--- src/rtl/charmem_arbiter_pkg.sv ---
// Shared constants for the character/attribute RAM arbiter: text geometry,
// blanking marker, in-flight tag encodings and the packed cell word layout.
package charmem_arbiter_pkg;

    localparam int COLS   = 80;
    localparam int ROWS   = 30;
    localparam int CELL_H = 16;
    localparam int MEM_AW = 12;

    localparam logic [9:0] BLANK_POS = 10'h3FF;

    localparam logic [1:0] TAG_NONE = 2'd0;
    localparam logic [1:0] TAG_VID  = 2'd1;
    localparam logic [1:0] TAG_HOST = 2'd2;

    // RAM word layout: {char[15:8], attr[7:0]}
    localparam int CHAR_MSB = 15;
    localparam int CHAR_LSB = 8;
    localparam int ATTR_MSB = 7;
    localparam int ATTR_LSB = 0;

endpackage

--- src/rtl/charmem_arbiter_addr.sv ---
// Text cell (row, col) to linear RAM address, plus a bounds check.
// The multiply by the 80-column pitch is done as (row<<6)+(row<<4).
module charmem_addr
    import charmem_arbiter_pkg::*;
#(
    parameter int AW     = MEM_AW,
    parameter int N_COLS = COLS,
    parameter int N_ROWS = ROWS
)
(
    input  logic [6:0]    col,
    input  logic [5:0]    row,
    output logic [AW-1:0] addr,
    output logic          in_range
);

    // address is truncated to the RAM width; range flag guards both axes
    always_comb begin
        addr     = AW'(({8'd0, row} << 6) + ({8'd0, row} << 4) + {7'd0, col});
        in_range = ({1'b0, col} < 8'(N_COLS)) && ({1'b0, row} < 7'(N_ROWS));
    end

endmodule

--- src/rtl/charmem_arbiter.sv ---
// Single-port character RAM arbiter: video scan-out fetches take priority,
// host reads/writes fill the remaining cycles of each 8-pixel cell.
//
//   tag      | meaning (command issued in the previous cycle)
//   ---------+--------------------------------------------------
//   NONE     | nothing outstanding, MEM_RDATA ignored
//   VID      | video fetch, MEM_RDATA loads {cell_char, cell_attr}
//   HOST     | host access, ACK pulses; reads load rdata
module charmem_arbiter
    import charmem_arbiter_pkg::*;
#(
    parameter int N_COLS   = COLS,
    parameter int N_ROWS   = ROWS,
    parameter int N_CELL_H = CELL_H,
    parameter int AW       = MEM_AW
)
(
    input  logic          clk,
    input  logic          rst_n,
    input  logic [9:0]    xpos,
    input  logic [9:0]    ypos,
    input  logic          req,
    input  logic          we,
    input  logic [6:0]    hcol,
    input  logic [4:0]    hrow,
    input  logic [15:0]   wdata,
    output logic          ack,
    output logic [15:0]   rdata,
    output logic [AW-1:0] mem_addr,
    output logic          mem_we,
    output logic [15:0]   mem_wdata,
    input  logic [15:0]   mem_rdata,
    output logic [7:0]    cell_char,
    output logic [7:0]    cell_attr
);

    logic          x_active, y_active;
    logic [7:0]    vcol_next;
    logic [9:0]    last_y_inc;
    logic [6:0]    vid_col;
    logic [5:0]    vid_row;
    logic [AW-1:0] vid_addr, host_addr;
    logic          vid_in_range, host_in_range;
    logic          cell_fetch, vid_fetch, host_go;

    logic          x_active_q, x_active_d;
    logic          hpend_q, hpend_d;
    logic [9:0]    last_y_q, last_y_d;
    logic [1:0]    tag_q, tag_d;
    logic [AW-1:0] mem_addr_q, mem_addr_d;
    logic          mem_we_q, mem_we_d;
    logic [15:0]   mem_wdata_q, mem_wdata_d;
    logic          ack_q, ack_d;
    logic [15:0]   rdata_q, rdata_d;
    logic [7:0]    cell_char_q, cell_char_d;
    logic [7:0]    cell_attr_q, cell_attr_d;

    // video cell coordinates: next column on this line, or column 0 of the
    // upcoming line while a line-start fetch is pending
    always_comb begin
        x_active   = (xpos != BLANK_POS);
        y_active   = (ypos != BLANK_POS);
        vcol_next  = {1'b0, xpos[9:3]} + 8'd1;
        last_y_inc = last_y_q + 10'd1;
        if (hpend_q) begin
            vid_col = '0;
            vid_row = (last_y_inc == 10'(N_ROWS * N_CELL_H)) ?
                      6'd0 : 6'(last_y_inc / 10'(N_CELL_H));
        end else begin
            vid_col = vcol_next[6:0];
            vid_row = 6'(last_y_q / 10'(N_CELL_H));
        end
    end

    charmem_addr #(.AW(AW), .N_COLS(N_COLS), .N_ROWS(N_ROWS)) u_vid_addr (
        .col      (vid_col),
        .row      (vid_row),
        .addr     (vid_addr),
        .in_range (vid_in_range)
    );

    charmem_addr #(.AW(AW), .N_COLS(N_COLS), .N_ROWS(N_ROWS)) u_host_addr (
        .col      (hcol),
        .row      ({1'b0, hrow}),
        .addr     (host_addr),
        .in_range (host_in_range)
    );

    // slot decision: video owns the slot when it fetches; the host may only
    // start when nothing of its own is in flight and ACK is not showing
    always_comb begin
        cell_fetch = y_active && (xpos[2:0] == 3'd6) && !vcol_next[7];
        vid_fetch  = (hpend_q || cell_fetch) && vid_in_range;
        host_go    = req && !vid_fetch && (tag_q != TAG_HOST) && !ack_q;
    end

    // next-state: retire last cycle's command, then issue this cycle's
    always_comb begin
        x_active_d  = x_active;
        hpend_d     = !x_active && x_active_q;
        last_y_d    = (x_active && y_active) ? ypos : last_y_q;
        tag_d       = TAG_NONE;
        mem_addr_d  = mem_addr_q;
        mem_we_d    = 1'b0;
        mem_wdata_d = mem_wdata_q;
        ack_d       = 1'b0;
        rdata_d     = rdata_q;
        cell_char_d = cell_char_q;
        cell_attr_d = cell_attr_q;

        case (tag_q)
            TAG_VID: begin
                cell_char_d = mem_rdata[CHAR_MSB:CHAR_LSB];
                cell_attr_d = mem_rdata[ATTR_MSB:ATTR_LSB];
            end
            TAG_HOST: begin
                ack_d = 1'b1;
                // mem_we_q still reflects whether the returning access was a write
                if (!mem_we_q) begin
                    rdata_d = mem_rdata;
                end
            end
            default: ;
        endcase

        if (vid_fetch) begin
            mem_addr_d = vid_addr;
            tag_d      = TAG_VID;
        end else if (host_go) begin
            if (host_in_range) begin
                mem_addr_d = host_addr;
                mem_we_d   = we;
                if (we) begin
                    mem_wdata_d = wdata;
                end
                tag_d = TAG_HOST;
            end else begin
                // bad address never reaches the RAM; complete immediately
                ack_d   = 1'b1;
                rdata_d = '0;
            end
        end
    end

    // state registers, all cleared by reset so an in-flight command is lost
    always_ff @(posedge clk or negedge rst_n) begin
        if (!rst_n) begin
            x_active_q  <= 1'b0;
            hpend_q     <= 1'b0;
            last_y_q    <= '0;
            tag_q       <= TAG_NONE;
            mem_addr_q  <= '0;
            mem_we_q    <= 1'b0;
            mem_wdata_q <= '0;
            ack_q       <= 1'b0;
            rdata_q     <= '0;
            cell_char_q <= '0;
            cell_attr_q <= '0;
        end else begin
            x_active_q  <= x_active_d;
            hpend_q     <= hpend_d;
            last_y_q    <= last_y_d;
            tag_q       <= tag_d;
            mem_addr_q  <= mem_addr_d;
            mem_we_q    <= mem_we_d;
            mem_wdata_q <= mem_wdata_d;
            ack_q       <= ack_d;
            rdata_q     <= rdata_d;
            cell_char_q <= cell_char_d;
            cell_attr_q <= cell_attr_d;
        end
    end

    assign ack       = ack_q;
    assign rdata     = rdata_q;
    assign mem_addr  = mem_addr_q;
    assign mem_we    = mem_we_q;
    assign mem_wdata = mem_wdata_q;
    assign cell_char = cell_char_q;
    assign cell_attr = cell_attr_q;

endmodule
--- config.mk ---
export PLATFORM = sky130hd
export DESIGN_NAME = charmem_arbiter
export DESIGN_NICKNAME = d
export VERILOG_FILES = /design/src/rtl/charmem_arbiter_pkg.sv /design/src/rtl/charmem_arbiter_addr.sv /design/src/rtl/charmem_arbiter.sv
export SDC_FILE = /design/constraint.sdc
export NUM_CORES = 1
export LEC_CHECK = 0
export ABC_AREA = 1
export CORE_UTILIZATION = 37
export DETAILED_ROUTE_END_ITERATION = 10
export PLACE_DENSITY = 0.63
export SKIP_LAST_GASP = 1
export SLEW_MARGIN = 0
export SYNTH_ARGS = -nofsm -noshare
export SYNTH_HDL_FRONTEND = slang
export SYNTH_SLANG_ARGS = --single-unit
--- constraint.sdc ---
create_clock -name clk -period 4.7 [get_ports clk]
set_clock_uncertainty 0.1 [all_clocks]
set_input_delay 1.175 -clock clk [delete_from_list [all_inputs] [get_ports clk]]
set_output_delay 1.175 -clock clk [all_outputs]
set_load 0.1 [all_outputs]
After elaboration in Yosys (flattened, before gate mapping)
Cells that the tools add are included.
{"block": "word_totals", "ff_bits": 76, "in_bits": 68, "output_inout_bits": 62, "word_cells": 69}
{"block": "classes", "addsub": 6, "n_lt_le_gt_ge": 4, "eq_ne": 7, "muxes": 21, "bitwise": 1, "n_reduce_logical": 19}
{"cell": "two-way mux 16 bit", "n": 5}
{"cell": "two-way mux 12 bit", "n": 3}
{"cell": "adder 12 x 7 -> 12 bit", "n": 2}
{"cell": "inequality test 10 bit, second input constant", "n": 2}
{"cell": "less-than comparator 7 bit, second input constant", "n": 2}
{"cell": "adder 11 x 9 -> 12 bit", "n": 1}
{"cell": "adder 12 x 10 -> 12 bit", "n": 1}
{"cell": "two-way mux 6 bit", "n": 2}
{"cell": "adder 10 x 1 -> 10 bit, second input constant", "n": 1}
{"cell": "== test 10 x 9 -> 1 bit, second input constant", "n": 1}
{"cell": "logical AND 1 bit", "n": 10}
{"cell": "adder 7 x 1 -> 8 bit, second input constant", "n": 1}
{"cell": "two-way mux 1 bit", "n": 7}
{"cell": "two-way mux 7 bit", "n": 1}
{"cell": "less-than comparator 6 x 5 -> 1 bit, second input constant", "n": 1}
{"cell": "two-way mux 2 bit", "n": 3}
{"cell": "less-than comparator 5 bit, second input constant", "n": 1}
{"cell": "zero test 1 bit", "n": 4}
{"cell": "AND reduction 4 bit", "n": 1}
{"cell": "nonzero test 2 bit", "n": 2}
{"cell": "== test 3 bit, second input constant", "n": 1}
{"cell": "== test 2 x 1 -> 1 bit, second input constant", "n": 1}
{"cell": "== test 2 bit, second input constant", "n": 1}
{"cell": "inequality test 2 bit, second input constant", "n": 1}
{"cell": "other kinds (3)", "n": 3}

Logic depth before layout (Yosys ltp)
{"block": "depth", "depth_word": 13, "mapped_depth": 23, "ltp_nobuf": 23}

Modules after synthesis
From an unflattened synthesis, not the netlist that was laid out.
{"block": "hier_totals", "cells_unflattened": 550, "area_unflattened_um2": 4431.8}
{"mod": "charmem_arbiter", "n_inst": 1, "cells_per_inst": 426, "area_each_um2": 3595.9, "seq_area_each_um2": 1901.8}
{"mod": "charmem_addr", "n_inst": 2, "cells_per_inst": 62, "area_each_um2": 417.9, "seq_area_each_um2": 0.0}

Least setup slack after synthesis
No wires, ideal clock.
{"block": "synth_timing", "path_kind": "input -> register", "start": "in xpos[3]", "end": "reg mem_addr_q[11], in the netlist mem_addr[11]", "arrival_ns": 3.594, "required_ns": 4.478, "path_slack_ns": 0.883, "stages": 20, "path_buffers": 0, "cell_sequence": "ha_1 > nand3_1 > nor2_1 > inv_1 > o21bai_1 > nand3_1 > fa_1 > inv_1 > fa_1 > nand2_1 > inv_1 > o21a_1 > nor2_1 > nor2_1 > nor2_1 > o21bai_1 > nand3_1 > nand2_1 > nand2_1 > nand2_1"}
{"block": "synth_between", "elab_chain_cells": 11, "word_cells_on_any_way": 17, "classes_between": "add/sub: 2; order compare: 1; mux: 2; reduce/logical: 12"}
{"item": "start, declared", "line_no": "charmem_arbiter.sv:20", "text": "input logic [9:0] xpos,"}
{"item": "adder 7 x 1 -> 8 bit (*)", "line_no": "charmem_arbiter.sv:63", "text": "vcol_next = {1'b0, xpos[9:3]} + 8'd1;"}
{"item": "two-way mux 7 bit / zero test 1 bit (equally long branches)", "line_no": "charmem_arbiter.sv:65, charmem_arbiter.sv:92"}
{"item": "less-than comparator 7 bit / logical AND 1 bit (equally long branches)", "line_no": "charmem_arbiter_addr.sv:20, charmem_arbiter.sv:92"}
{"item": "logical AND 1 bit / logical OR 1 bit (equally long branches)", "line_no": "charmem_arbiter_addr.sv:20, charmem_arbiter.sv:93"}
{"item": "logical AND 1 bit", "line_no": "charmem_arbiter.sv:93", "text": "vid_fetch = (hpend_q || cell_fetch) && vid_in_range;"}
{"item": "zero test 1 bit", "line_no": "charmem_arbiter.sv:94", "text": "host_go = req && !vid_fetch && (tag_q != TAG_HOST) && !ack_q;"}
{"item": "logical AND 1 bit (3 in a row)", "line_no": "charmem_arbiter.sv:94"}
{"item": "nonzero test 2 bit (no line)"}
{"item": "AND reduction 2 bit (no line)"}
{"item": "end signal, assigned", "line_no": "charmem_arbiter.sv:164", "text": "mem_addr_q <= mem_addr_d;"}
{"item": "end, declared", "line_no": "charmem_arbiter.sv:50", "text": "logic [AW-1:0] mem_addr_q, mem_addr_d;"}
Mark *: on every way between the ends. The rest lies on a longest branch, timed or not.
A chain may end at the register's enable or synchronous reset.

Final worst setup path
Same ends and word-level chain as after synthesis.

==> impl_metrics.yaml <==
power:
  irDropWorstVdd_uv: 410
  comb_power_share_pct: 54.6
  switching_share_pct: 53.0
  internal-power_uw: 1610
  leakagePower_uw: 0.00293
  clkPwrFrac_pct: 19.1
  pwr-share-seq_pct: 26.3
  switchingPower_uw: 1820
  power.density_mw_per_mm2: 580
sta:
  slew_headroom_pct: 32.1
  slew_viol_final: 0
  min_period_over_period_pct: 90.6
  min_period_ns: 4.26
  finalSetupViolCount: 0
  fmax_ghz: 0.235
  hold_viol: 0
  tns_ns: 0
  grt_setup_unrepaired: "false"
  worst_slew_pin_slew_ns: 1.02
  timing.hold.ws_ns: 0.371
placed_design:
  post_dp_cell_area_mm2: 0.00563
  dp.cells: 778
  gp_congestion: 0.805
  portBuffers: 129
  dp_hpwl_um: 7890
flow_run:
  drv_cap: 0
global_route:
  antenna_found_initial: 0
  track_usage_pct: 18.7
  first_global_vias: 3706
  grt_max_degree: 77
  grt-ovfl-total: 0
  grt_pass1_wl_um: 17400
setup_path:
  crit_end: "mem_addr[11]"
  cp.depth: 21
  cp.required_ns: 4.81
  critical_path_buf_inv_count: 4
  arrival_ns: 4.37
  r2r_start: "last_y_q[2]"
  start_kind: "input pin"
  critPathSlowestCell: "fa_1"
  crit_family: "adder cells"
  ff2ff_path_depth: 12
  cp-startpoint: "xpos[3]"
  reg2reg_slack_ns: 1.42
  rr_endpoint: "mem_addr[3]"
  path_max_fanout: 3
  worstSetupEndpointType: "flop"
  worstPathCellList: "clkdlybuf4s50_1 > ha_1 > nand3_1 > nor2_1 > inv_1 > o21bai_1 > nand3_1 > fa_1 > inv_1 > fa_1 > nand2_1 > inv_1 > o21a_1 > nor2_1 > nor2_1 > nor2_1 > o21bai_1 > nand3_1 > nand2_1 > nand2_1 > nand2_1"
  worst-setup-path-type: "input pin to flop"
  critical_path.max_stage_delay_ns: 0.56
floorplanning:
  dieWidth_um: 109
  rows: 38
  fp.coreArea_mm2: 0.0110
  dieArea_mm2: 0.0120
  start_util_pct: 38.7
  ioPinCount: 130
  die_h_um: 109
yosys:
  synth_nets: 622
  netlist_area_mm2: 0.00427
  ys.flop_type: "dfrtp_1"
  synth_area_leaders: "dfrtp_1 45%, nand2_1 12%, ha_1 6.2%, inv_1 5.3%, nor2_1 5.3%"
  syn_area_per_cell_um2: 8.07
  yosys_warnings: 0
  yosysTopAreaCellShare_pct: 44.6
  synth_cells: 529
  async_flop_share_pct: 100
  yosys_register_bits: 76
  synth.distinct_cells: 37
  synth_edf_count: 0
  yosys.area.top_type: "dfrtp_1"
  ys_seq_area_share_pct: 44.6
cts:
  cts_buffer_depth: 2
  cts_tree: "built"
  post-cts-setup-buffers: 0
  cts.sinks: 76
  ctsResizeCount: 0
  cts-htree-levels: 3
  insertion_delay_ns: 0.33
  clockRootBuffer: "clkbuf_16"
  cts_buffers: 9
  cts_hold_buf: 0
  path_clk_slew_ns: 0.06
layout:
  fin_cells: 794
  drive_above_1_share_pct: 6.42
  final_core_util_pct: 53.6
  n_fill_cell: 1064
  syn_to_final_growth_pct: 38.6
  final_area_mm2: 0.00592
  diodes: 0
  nets: 742
worst_hold_path:
  min_path_type: "flop to flop"
run_status:
  status: "completed"
routing:
  num_vias: 3811
  drt-total-wl_um: 10500
  viasPerCell: 4.80
  drtIter0Drc: 202
  drt_pre_antenna_iters: 4
  final_antenna_net_count: 0
  wl_per_cell_um: 13.2
  drcViolationCount: 0
-- layout by cell type, fill, tap and decap left out, drive strengths merged, types with 2 or more instances in the layout --
cell             n
ha              21
nand2          137
inv             64
a21oi           25
nor3             5
xor2             6
nand3           26
buf              4
o211ai          12
clkbuf           9
clkdlybuf4s50  128
clkinvlp         2
o21bai           2
dfrtp           76
nor2            72
fa               4
and2             2
o21ai           29
mux2             3
nand4           21
-- layout make-up --
cell class	count	area (um^2)	share of cell area [%]
multi-input combinational	370	2020	34.1
sequential	76	1900	32.1
timing repair buffer	132	1310	22.2
clock buffer	9	225	3.81
inverter	60	225	3.81
tap	140	175	2.96
clock inverter	7	57.6	0.973
-- how the worst min path moves through the flow --
stage	startpoint	end	cells past startpoint
2_1_floorplan	x_active_q	hpend_q	2
3_3_place_gp	x_active_q	hpend_q	2
3_5_place_dp	mem_wdata[6]	mem_wdata[6]	2
4_1_cts	mem_wdata[6]	mem_wdata[6]	2
5_1_grt	mem_wdata[10]	mem_wdata[10]	2
6_report	mem_wdata[8]	mem_wdata[8]	2
-- power by group through the flow --
| stage | sequential [uW] | combinational (uW) | clock [uW] |
|---|---|---|---|
| 4_1_cts | 904 | 1880 | 670 |
| 6_report | 902 | 1870 | 654 |
| 5_1_grt | 924 | 1970 | 697 |
| 2_1_floorplan | 2020 | 285 | 0 |
| 3_3_place_gp | 910 | 1870 | 0 |
| 3_5_place_dp | 915 | 1880 | 0 |
-- registers in the layout (all words and copies together) (netlist names) --
name        count
mem_addr       12
hpend_q         1
last_y_q       10
x_active_q      1
tag_q           2
mem_we          1
rdata          16
ack             1
cell_attr       8
mem_wdata      16
cell_char       8
-- per-layer routing --
metal / part of all wire, % / GRT usage (%)
met2: 46 / 30.3
met1: 46 / 24.0
met3: 6.2 / 4.80
met5: 0 / 0
met4: 1.3 / 6.76
-- worst min-delay path, cell delays in order (launching register included) --
cell and delay [ns]:
dfrtp_1 0.34, nand2_1 0.05, nand2_1 0.05
-- Yosys cell counts (10+ instances only) --
master / number
nand4_1: 21
nor2_2: 10
o21ai_0: 27
inv_1: 60
clkbuf_1: 13
a21oi_1: 25
o211ai_1: 12
dfrtp_1: 76
nand2_1: 135
nor2_1: 60
nand3_1: 24
ha_1: 21
-- through the flow --
stage               total power [uW]  setup WS, ns
floorplan                       2310         0.883
global placement                2780         0.210
detailed placement              2800         0.115
CTS                             3460         0.450
global route                    3590        0.0609
finish                          3430         0.444
-- cell families after synthesis --
family          after synthesis  share of synthesized area (%)
compound gates               70                           9.41
xor+xnor                      7                           1.44
fa+ha+maj                    25                           8.03
buf+inv                      83                           8.12
flops                        76                           44.6
mux                           3                          0.792
simple gates                265                           27.6
Power figures use the tool's default switching activity.
